$ cat src/rtl/adc_seq_pkg.sv
// adc_seq_pkg: shared state type and averaging constants for the ADC scan sequencer.
package adc_seq_pkg;
    typedef enum logic [2:0] {
        S_IDLE,
        S_SELECT,
        S_SETTLE,
        S_START,
        S_WAIT_DONE,
        S_STORE
    } state_t;
    localparam int AVG_SAMPLES = 4;
    localparam int AVG_SHIFT = $clog2(AVG_SAMPLES);
endpackage

$ cat src/rtl/adc_scan_sequencer_if.sv
// adc_scan_sequencer_if: analog mux select plus SAR converter start/done handshake.
interface adc_scan_sequencer_if #(
    parameter int NUM_CH = 4,
    parameter int N_BITS = 8
);
    logic [$clog2(NUM_CH)-1:0] mux_sel;
    logic conv_start;
    logic conv_done;
    logic [N_BITS-1:0] conv_code;
    modport master (output mux_sel, conv_start, input conv_done, conv_code);
    modport slave (input mux_sel, conv_start, output conv_done, conv_code);
endinterface

$ cat src/rtl/adc_seq_timer.sv
// adc_seq_timer: cycle counter that raises expired on its LIMIT-th counted cycle and then holds.
module adc_seq_timer #(
    parameter int LIMIT = 1000
) (
    input  logic clk,
    input  logic reset,
    input  logic load,
    input  logic count,
    output logic expired
);
    localparam int W = LIMIT > 1 ? $clog2(LIMIT) : 1;
    localparam int LAST = LIMIT > 1 ? LIMIT - 1 : 0;
    logic [W-1:0] cnt;
    always_ff @(posedge clk or posedge reset) begin
        if (reset) cnt <= '0;
        else if (load) cnt <= '0;
        else if (count && !expired) cnt <= cnt + 1'b1;
    end
    assign expired = cnt == W'(LAST);
endmodule

$ cat src/rtl/adc_scan_sequencer.sv
// adc_scan_sequencer: round-robin scan of enabled mux channels through one shared SAR converter.
// Define ADC_SEQ_AVG_EN to average AVG_SAMPLES back-to-back conversions per channel visit.
module adc_scan_sequencer
    import adc_seq_pkg::*;
#(
    parameter int NUM_CH = 4,
    parameter int N_BITS = 8,
    parameter int SETTLE_CYCLES = 1000,
    parameter int TIMEOUT_CYCLES = 2_000_000
) (
    input  logic                      clk,
    input  logic                      reset,
    input  logic                      run,
    input  logic [NUM_CH-1:0]         ch_enable,
    adc_scan_sequencer_if.master      conv,
    input  logic [$clog2(NUM_CH)-1:0] rd_ch,
    output logic [N_BITS-1:0]         rd_data,
    output logic [NUM_CH-1:0]         ch_valid,
    output logic                      scan_done,
    output logic                      timeout_err
);
    localparam int CW = $clog2(NUM_CH);
    state_t state, state_nx;
    logic [CW-1:0] ch, nxt_ch, hi_ch;
    logic fresh, settle_exp, to_exp, last_sample;
    logic [N_BITS-1:0] res [NUM_CH];
    logic [N_BITS-1:0] store_val;
    int idx;
    adc_seq_timer #(.LIMIT(SETTLE_CYCLES)) u_settle (
        .clk(clk), .reset(reset), .load(state == S_SELECT), .count(state == S_SETTLE), .expired(settle_exp)
    );
    adc_seq_timer #(.LIMIT(TIMEOUT_CYCLES)) u_timeout (
        .clk(clk), .reset(reset), .load(state == S_START), .count(state == S_WAIT_DONE), .expired(to_exp)
    );
    // A fresh pass (after idle/reset) searches from channel 0, otherwise from the one after the current
    always_comb begin
        nxt_ch = ch;
        hi_ch = '0;
        idx = 0;
        for (int k = NUM_CH - 1; k >= 0; k--) begin
            idx = (k + (fresh ? 0 : int'(ch) + 1)) % NUM_CH;
            if (ch_enable[CW'(idx)]) nxt_ch = CW'(idx);
        end
        for (int k = 0; k < NUM_CH; k++) if (ch_enable[k]) hi_ch = CW'(k);
    end
    always_comb begin
        state_nx = state;
        case (state)
            S_IDLE:      state_nx = run && |ch_enable ? S_SELECT : S_IDLE;
            S_SELECT:    state_nx = |ch_enable ? S_SETTLE : S_IDLE;
            S_SETTLE:    state_nx = settle_exp ? S_START : S_SETTLE;
            S_START:     state_nx = S_WAIT_DONE;
            S_WAIT_DONE: state_nx = conv.conv_done ? (last_sample ? S_STORE : S_START) :
                                    to_exp ? (run ? S_SELECT : S_IDLE) : S_WAIT_DONE;
            S_STORE:     state_nx = run ? S_SELECT : S_IDLE;
            default:     state_nx = S_IDLE;
        endcase
    end
    always_ff @(posedge clk or posedge reset) begin
        if (reset) begin
            state <= S_IDLE;
            ch <= '0;
            fresh <= 1'b1;
            ch_valid <= '0;
            timeout_err <= 1'b0;
            for (int i = 0; i < NUM_CH; i++) res[i] <= '0;
        end else begin
            state <= state_nx;
            if (state == S_IDLE) fresh <= 1'b1;
            if (state == S_SELECT) begin
                ch <= nxt_ch;
                fresh <= 1'b0;
            end
            if (state == S_WAIT_DONE && !conv.conv_done && to_exp) timeout_err <= 1'b1;
            if (state == S_STORE) begin
                res[ch] <= store_val;
                ch_valid[ch] <= 1'b1;
            end
        end
    end
`ifdef ADC_SEQ_AVG_EN
    logic [N_BITS+1:0] acc;
    logic [AVG_SHIFT-1:0] smp;
    // Accumulator restarts at every channel selection, so a timed-out visit leaves nothing behind
    always_ff @(posedge clk or posedge reset) begin
        if (reset) begin
            acc <= '0;
            smp <= '0;
        end else if (state == S_SELECT) begin
            acc <= '0;
            smp <= '0;
        end else if (state == S_WAIT_DONE && conv.conv_done) begin
            acc <= acc + (N_BITS + 2)'(conv.conv_code);
            smp <= smp + 1'b1;
        end
    end
    assign last_sample = smp == AVG_SHIFT'(AVG_SAMPLES - 1);
    assign store_val = acc[N_BITS+1:AVG_SHIFT];
`else
    logic [N_BITS-1:0] code_q;
    always_ff @(posedge clk or posedge reset) begin
        if (reset) code_q <= '0;
        else if (state == S_WAIT_DONE && conv.conv_done) code_q <= conv.conv_code;
    end
    assign last_sample = 1'b1;
    assign store_val = code_q;
`endif
    assign conv.mux_sel = state == S_SELECT ? nxt_ch : ch;
    assign conv.conv_start = state == S_START;
    assign scan_done = state == S_STORE && ch == hi_ch;
    assign rd_data = res[rd_ch];
endmodule
$ cat src/flat_wrapper.sv
// flat-port wrapper written by rule: the top's interface ports become plain ports
module adc_scan_sequencer_flat import adc_seq_pkg::*;
#(
    parameter int NUM_CH = 4,
    parameter int N_BITS = 8,
    parameter int SETTLE_CYCLES = 1000,
    parameter int TIMEOUT_CYCLES = 2_000_000
)
  (clk, reset, run, ch_enable, rd_ch, rd_data, ch_valid, scan_done, timeout_err, conv_mux_sel, conv_conv_start, conv_conv_done, conv_conv_code);
  adc_scan_sequencer_if #(.NUM_CH(NUM_CH), .N_BITS(N_BITS)) conv_i ();
  input  logic clk;
  input  logic reset;
  input  logic run;
  input  logic [NUM_CH-1:0] ch_enable;
  input  logic [$clog2(NUM_CH)-1:0] rd_ch;
  output logic [N_BITS-1:0] rd_data;
  output logic [NUM_CH-1:0] ch_valid;
  output logic scan_done;
  output logic timeout_err;
  output wire logic [$bits(conv_i.mux_sel)-1:0] conv_mux_sel;
  output wire logic [$bits(conv_i.conv_start)-1:0] conv_conv_start;
  input wire logic [$bits(conv_i.conv_done)-1:0] conv_conv_done;
  input wire logic [$bits(conv_i.conv_code)-1:0] conv_conv_code;
  assign conv_mux_sel = conv_i.mux_sel;
  assign conv_conv_start = conv_i.conv_start;
  assign conv_i.conv_done = conv_conv_done;
  assign conv_i.conv_code = conv_conv_code;
  adc_scan_sequencer #(.NUM_CH(NUM_CH), .N_BITS(N_BITS), .SETTLE_CYCLES(SETTLE_CYCLES), .TIMEOUT_CYCLES(TIMEOUT_CYCLES)) u_core (.clk(clk), .reset(reset), .run(run), .ch_enable(ch_enable), .conv(conv_i), .rd_ch(rd_ch), .rd_data(rd_data), .ch_valid(ch_valid), .scan_done(scan_done), .timeout_err(timeout_err));
endmodule
$ cat config.mk
export PLATFORM = sky130hd
export DESIGN_NAME = adc_scan_sequencer_flat
export DESIGN_NICKNAME = d
export VERILOG_FILES = /design/src/rtl/adc_seq_pkg.sv /design/src/rtl/adc_scan_sequencer_if.sv /design/src/rtl/adc_seq_timer.sv /design/src/rtl/adc_scan_sequencer.sv /design/src/flat_wrapper.sv
export SDC_FILE = /design/constraint.sdc
export NUM_CORES = 1
export LEC_CHECK = 0
export ABC_AREA = 1
export BUFFER_PORTS_ARGS = -buffer_cell sky130_fd_sc_hd__clkbuf_2
export CAP_MARGIN = 10
export CORE_MARGIN = 2
export CORE_UTILIZATION = 45
export DETAILED_ROUTE_END_ITERATION = 7
export GPL_ROUTABILITY_DRIVEN = 0
export GPL_TIMING_DRIVEN = 0
export PLACE_DENSITY = 0.68
export SETUP_SLACK_MARGIN = 0.02
export SYNTH_ARGS = -nofsm -noshare
export SYNTH_HDL_FRONTEND = slang
export SYNTH_HIERARCHICAL = 1
export SYNTH_SLANG_ARGS = --single-unit
$ cat constraint.sdc
create_clock -name clk -period 2.1 [get_ports clk]
set_clock_uncertainty 0.15 [all_clocks]
set_input_delay 0.42 -clock clk [delete_from_list [all_inputs] [get_ports clk]]
set_output_delay 0.42 -clock clk [all_outputs]
set_load 0.01 [all_outputs]
Word level (Yosys, flattened, before mapping)
Cells that the tools add are included.

word-level totals
  flip-flop bits (word level) = 82
  input bits = 18
  output and inout bits = 17
  logic and storage cells = 97

operators by class
  $add $sub $neg = 6
  order comparisons = 9
  eq/ne operators = 8
  multiplexer cells = 42
  bitwise operators = 3
  reduce and logical (&&, ||, !) cells = 17

operator list
  kind                     count
  $mux W21                 2
  $bwmux W32               1
  $mux W8                  3
  $add A21 B1 Y21 const B  1
  $eq A21 B21 Y1 const B   1
  $mux W10                 2
  $mux W2                  9
  $pmux W3 S6              1
  $bmux W8 S2              1
  $demux W8 S2             1
  $lt A2 B4 Y1 const B     4
  $mux W1                  15
  $add A10 B1 Y10 const B  1
  $eq A10 B10 Y1 const B   1
  $logic_and A1 B1 Y1      9
  $bmux W1 S2              4
  $eq A3 B2 Y1 const B     2
  $eq A3 B3 Y1 const B     2
  $ge A3 B3 Y1 const B     2
  $mux W3                  2
  $not A2 Y3               2
  $reduce_bool A2 Y1       3
  $add A2 B2 Y2 const A    2
  $or A4 B4 Y4             1
  other kinds (11)         13

Logic depth before layout (Yosys ltp)
  depth in word-level cells = 11
  depth in mapped cells = 14
  depth with buffers taken out = 13

Cells and area by module
Netlist, hierarchy kept.

modules (own cells, without submodules)
  module                             times used  cells an instance  area each (µm²)  sequential area each (µm²)
  adc_scan_sequencer                 1           307                2,469.9          1,277.5
  adc_seq_timer at u_core.u_timeout  1           221                1,433.9          525.5
  adc_seq_timer at u_core.u_settle   1           91                 653.1            250.2

Least setup slack after synthesis
No wires, ideal clock.

  kind = register -> output
  from = register u_core.ch[0]
  to = output conv_mux_sel[1]
  arrival = 1.766 ns
  data required time = 1.530 ns
  path slack = -0.236 ns
  stages on the path, launching flop included = 14
  cells stage by stage = dfrtp_1 clkbuf_2 inv_2 ha_1 inv_1 nor2_1 nand2_1 nand2_1 nor2_1 nor2_1 nand2_1 nand2_1 nand2_1 a21oi_1

on the way
  word-level cells in the longest chain between the ends = 11
  elaborated cells between the ends (all ways) = 22

RTL lines
  element                                     line                       RTL
  from (decl)                                 adc_scan_sequencer.sv:24   logic [CW-1:0] ch, nxt_ch, hi_ch;
  from (signal assigned)                      adc_scan_sequencer.sv:71   ch <= nxt_ch;
  $add A2 B1 Y2 (*)                           adc_scan_sequencer.sv:41   idx = (k + (fresh ? 0 : int'(ch) + 1)) % NUM_CH;
  $mux W2 (*)                                 adc_scan_sequencer.sv:41
  $add A1 B2 Y2                               adc_scan_sequencer.sv:41
  $bmux W1 S2                                 adc_scan_sequencer.sv:42   if (ch_enable[CW'(idx)]) nxt_ch = CW'(idx);
  $mux W1 (not written as such) (2 in a row)  adc_scan_sequencer.sv:42
  $mux W2 (3 in a row)                        adc_scan_sequencer.sv:42
  $mux W2 (*)                                 adc_scan_sequencer.sv:42
  $mux W2 (*)                                 adc_scan_sequencer.sv:108  assign conv.mux_sel = state == S_SELECT ? nxt_ch : ch;
  to (decl)                                   flat_wrapper.sv:20         output wire logic [$bits(conv_i.mux_sel)-1:0] conv_mux_sel;

Every way passes the cells marked *; elsewhere a longest branch is shown, timed or not. The select of a mux whose other input is x is not followed.

Final worst setup path
Same ends and word-level chain as after synthesis.

==> results.cfg <==
[setup_path]
cp_common_cell = nand2_1
critPathLaunchType = register
cp_top_family = simple AND/OR/NAND/NOR gates
crit_chain = buf_8 -> buf_12 -> nor2_4 -> nand2_1 -> nand3_2 -> nand2_1 -> nor2_2 -> nand2_1 -> nand2_1 -> nand2_1 -> a21oi_2 -> buf_2
worstPathMaxFanout = 6
cp_slowest_cell = dfrtp_1
arrival_ns = 2.12
cp-end-kind = primary output
cp_num_buf_inv = 3
required_ns = 1.53
max_stage_delay_ns = 0.42
crit_type = register to primary output

[synthesis]
synthCells = 619
ys_types = 34
synth_simple_gate_area_share_pct = 33.0
syn_area_um2 = 4560
ys_top_cells_by_area = dfrtp_1, nand2_1, o21ai_0
synth_nets = 643
synth_area_per_cell_um2 = 7.36
yosysTopAreaCellShare_pct = 44.5
yosys_warnings = 6
yosys.area.top_type = dfrtp_1
synth_edf_count = 0
ys_async_sr_fraction_pct = 100
synth.mux.area_fraction_pct = 0
synth_compound_area_share_pct = 10.2
yosys_register_bits = 82
synth_fa_ha_area_share_pct = 1.65
synth_xor_area_share_pct = 2.11
synth_top_family_by_area = simple AND/OR/NAND/NOR gates
yosysSeqAreaShare_pct = 45.1
synth_flop_cell = dfrtp_1

[floorplanning]
die_y_um = 105
core.rowCount = 36
die_w_um = 105
core_um2 = 9820
die_area_um2 = 10900
start_util_pct = 46.4
ios = 35

[layout]
final_cell_mix = nand2_1, dfrtp_1, nor2_1
drive_gt1_share_pct = 16.6
final_core_util_pct = 54.2
syn_to_final_growth_pct = 16.9
antenna_cells = 0
final_common_cell = nand2_1
layout.nets = 700

[route]
ant_nets = 0
firstDrtPassIters = 4
routed_wirelength_um = 10500
via_per_inst = 5.04
drt-wirelength-per-cell_um = 12.9
vias = 4103
drc = 0
drtIter0Drc = 234

[sta]
max_freq_mhz = 372
hold_viol_final = 0
grt_setup_unrepaired = yes
tightest_slew_ns = 0.816
finalSetupViolCount = 3
fin_tns_setup_ns = -1.30
min_period_over_period_pct = 128
drv_slew = 0
min_period_ns = 2.69
max_slew_margin_pct = 45.5
setup_ws_ns = -0.586

[grt]
grt_pass1_vias = 4055
grt_pass1_wl_um = 18200
grt_max_degree = 28
antenna_found_initial = 0
grt_overflow_total = 0
grtUsageTotal_pct = 20.4

[pwr]
sequentialPowerShare_pct = 40.2
p_clk_share_pct = 20.5
comb_power_share_pct = 39.4
p_per_area_nw_per_um2 = 1080
p_leak_uw = 0.00274
ir_drop_v = 0.000482
power_switching_uw = 2290
p_sw_share_pct = 39.8
p_int_uw = 3460

[cts]
cts_buffer_depth = 2
clk_pin_slew_ns = 0.08
insertion_delay_ns = 0.38
clock_sinks = 82
cts_made_buffers = 9
tritoncts = built
clockRootBuffer = clkbuf_8
ctsHtreeMaxLevel = 3

[run]
maxCapViolCount = 0

[status]
violations = setup timing
status = finished with violations

[placement]
portBuffers = 34
dpl.hpwl_um = 7600

[worst_hold_path]
hold_path.class = input pin to register
-- cell usage after synthesis, types with 3 or more instances --
cell / instances
nand3_1: 32
nor3_1: 3
nand2_1: 215
dfrtp_1: 81
inv_2: 3
xor2_1: 10
o21ai_0: 60
nor2_2: 4
nor2_4: 4
o22ai_1: 9
nand3_2: 3
ha_1: 6
inv_1: 64
nand4_1: 14
a21oi_1: 13
buf_6: 7
nor2_1: 71
-- path summary, 6_finish.rpt --
| path | slack, ns | depth (start not counted) | endpoint | start |
|---|---|---|---|---|
| max | -0.59 | 12 | conv_mux_sel[1] | u_core/ch[0] |
| min reg2reg | 0.32 | 2 | u_core/ch_valid[3] | u_core/ch_valid[3] |
| min | 0.11 | 2 | u_core/timeout_err | conv_conv_done |
| min in group asynchronous | 0.44 | 3 | u_core/u_settle/cnt[4] | reset |
| max in group asynchronous | 0.66 | 3 | u_core/u_timeout/cnt[19] | reset |
| max reg2reg | 0.21 | 8 | u_core/u_timeout/cnt[5] | u_core/state[2] |
-- worst register-to-register path: cells and delay by family, from the launching register on --
family	cells	cell delay (ns)
and+or+nand+nor	4	0.45
buffers and inverters	4	0.73
DFF	1	0.43
-- power by group through the flow --
| stage | Clock (µW) | Sequential (µW) | Combinational [µW] |
|---|---|---|---|
| 2_1_floorplan | 0 | 2280 | 1500 |
| 3_3_place_gp | 0 | 2310 | 1940 |
| 3_5_place_dp | 0 | 2330 | 2010 |
| 4_1_cts | 1230 | 2300 | 2120 |
| 5_1_grt | 1300 | 2360 | 2530 |
| 6_report | 1180 | 2310 | 2260 |
-- metrics by stage --
| step | hold slack [ns] | setup WS, ns | instance area (µm²) | std cells | total power (µW) |
|---|---|---|---|---|---|
| 5_1_grt | 0.114 | -0.726 | 5330 | 814 | 6190 |
| 2_1_floorplan | 0.110 | -0.0513 | 4600 | 619 | 3780 |
| 6_report | 0.113 | -0.586 | 5330 | 814 | 5740 |
| 3_5_place_dp | 0.301 | -0.323 | 4960 | 787 | 4340 |
| 3_3_place_gp | 0.294 | -0.322 | 4940 | 786 | 4250 |
| 4_1_cts | 0.0983 | -0.610 | 5230 | 808 | 5650 |
-- final cells by class --
class / count / area [µm²]
Buffer: 14 / 131
Multi-Input combinational cell: 456 / 2210
Clock inverter: 6 / 73.8
Tap cell: 133 / 166
Clock buffer: 10 / 128
Fill cell: 953 / 4490
Timing Repair Buffer: 46 / 303
Inverter: 67 / 256
Sequential cell: 82 / 2050
-- logic make-up (layout without fill, tap and decap cells) --
group	after synthesis	count (layout)
and+or+nand+nor	352	352
AOI/OAI and AO/OA	87	87
DFF	82	82
buffers and inverters	81	143
xor gates and xnor gates	11	11
adders and majority gates	6	6
-- registers in the layout, indices dropped and copies added (netlist names), 2 cells and up --
signal,cells
u_core/state,3
u_core/u_settle/cnt,10
u_core/code_q,8
u_core/ch,2
u_core/ch_valid,4
u_core/u_timeout/cnt,21
u_core/res,32
-- layer usage --
| metal | GRT usage [%] | part of all wire [%] |
|---|---|---|
| met2 | 33.6 | 48 |
| met5 | 0 | 0 |
| met3 | 5.68 | 4.7 |
| met4 | 7.24 | 1.7 |
| met1 | 25.8 | 46 |
-- repair_timing --
action / in CTS / in global routing
pin swaps: 8 / 3
endpoints found under the setup margin: 22 / 26
resized for setup: 6 / 24
buffers inserted: 4 / 6
hold endpoints to repair: 35 / 0
hold buffers: 1 / 0
(Power assumes the default switching activity.)
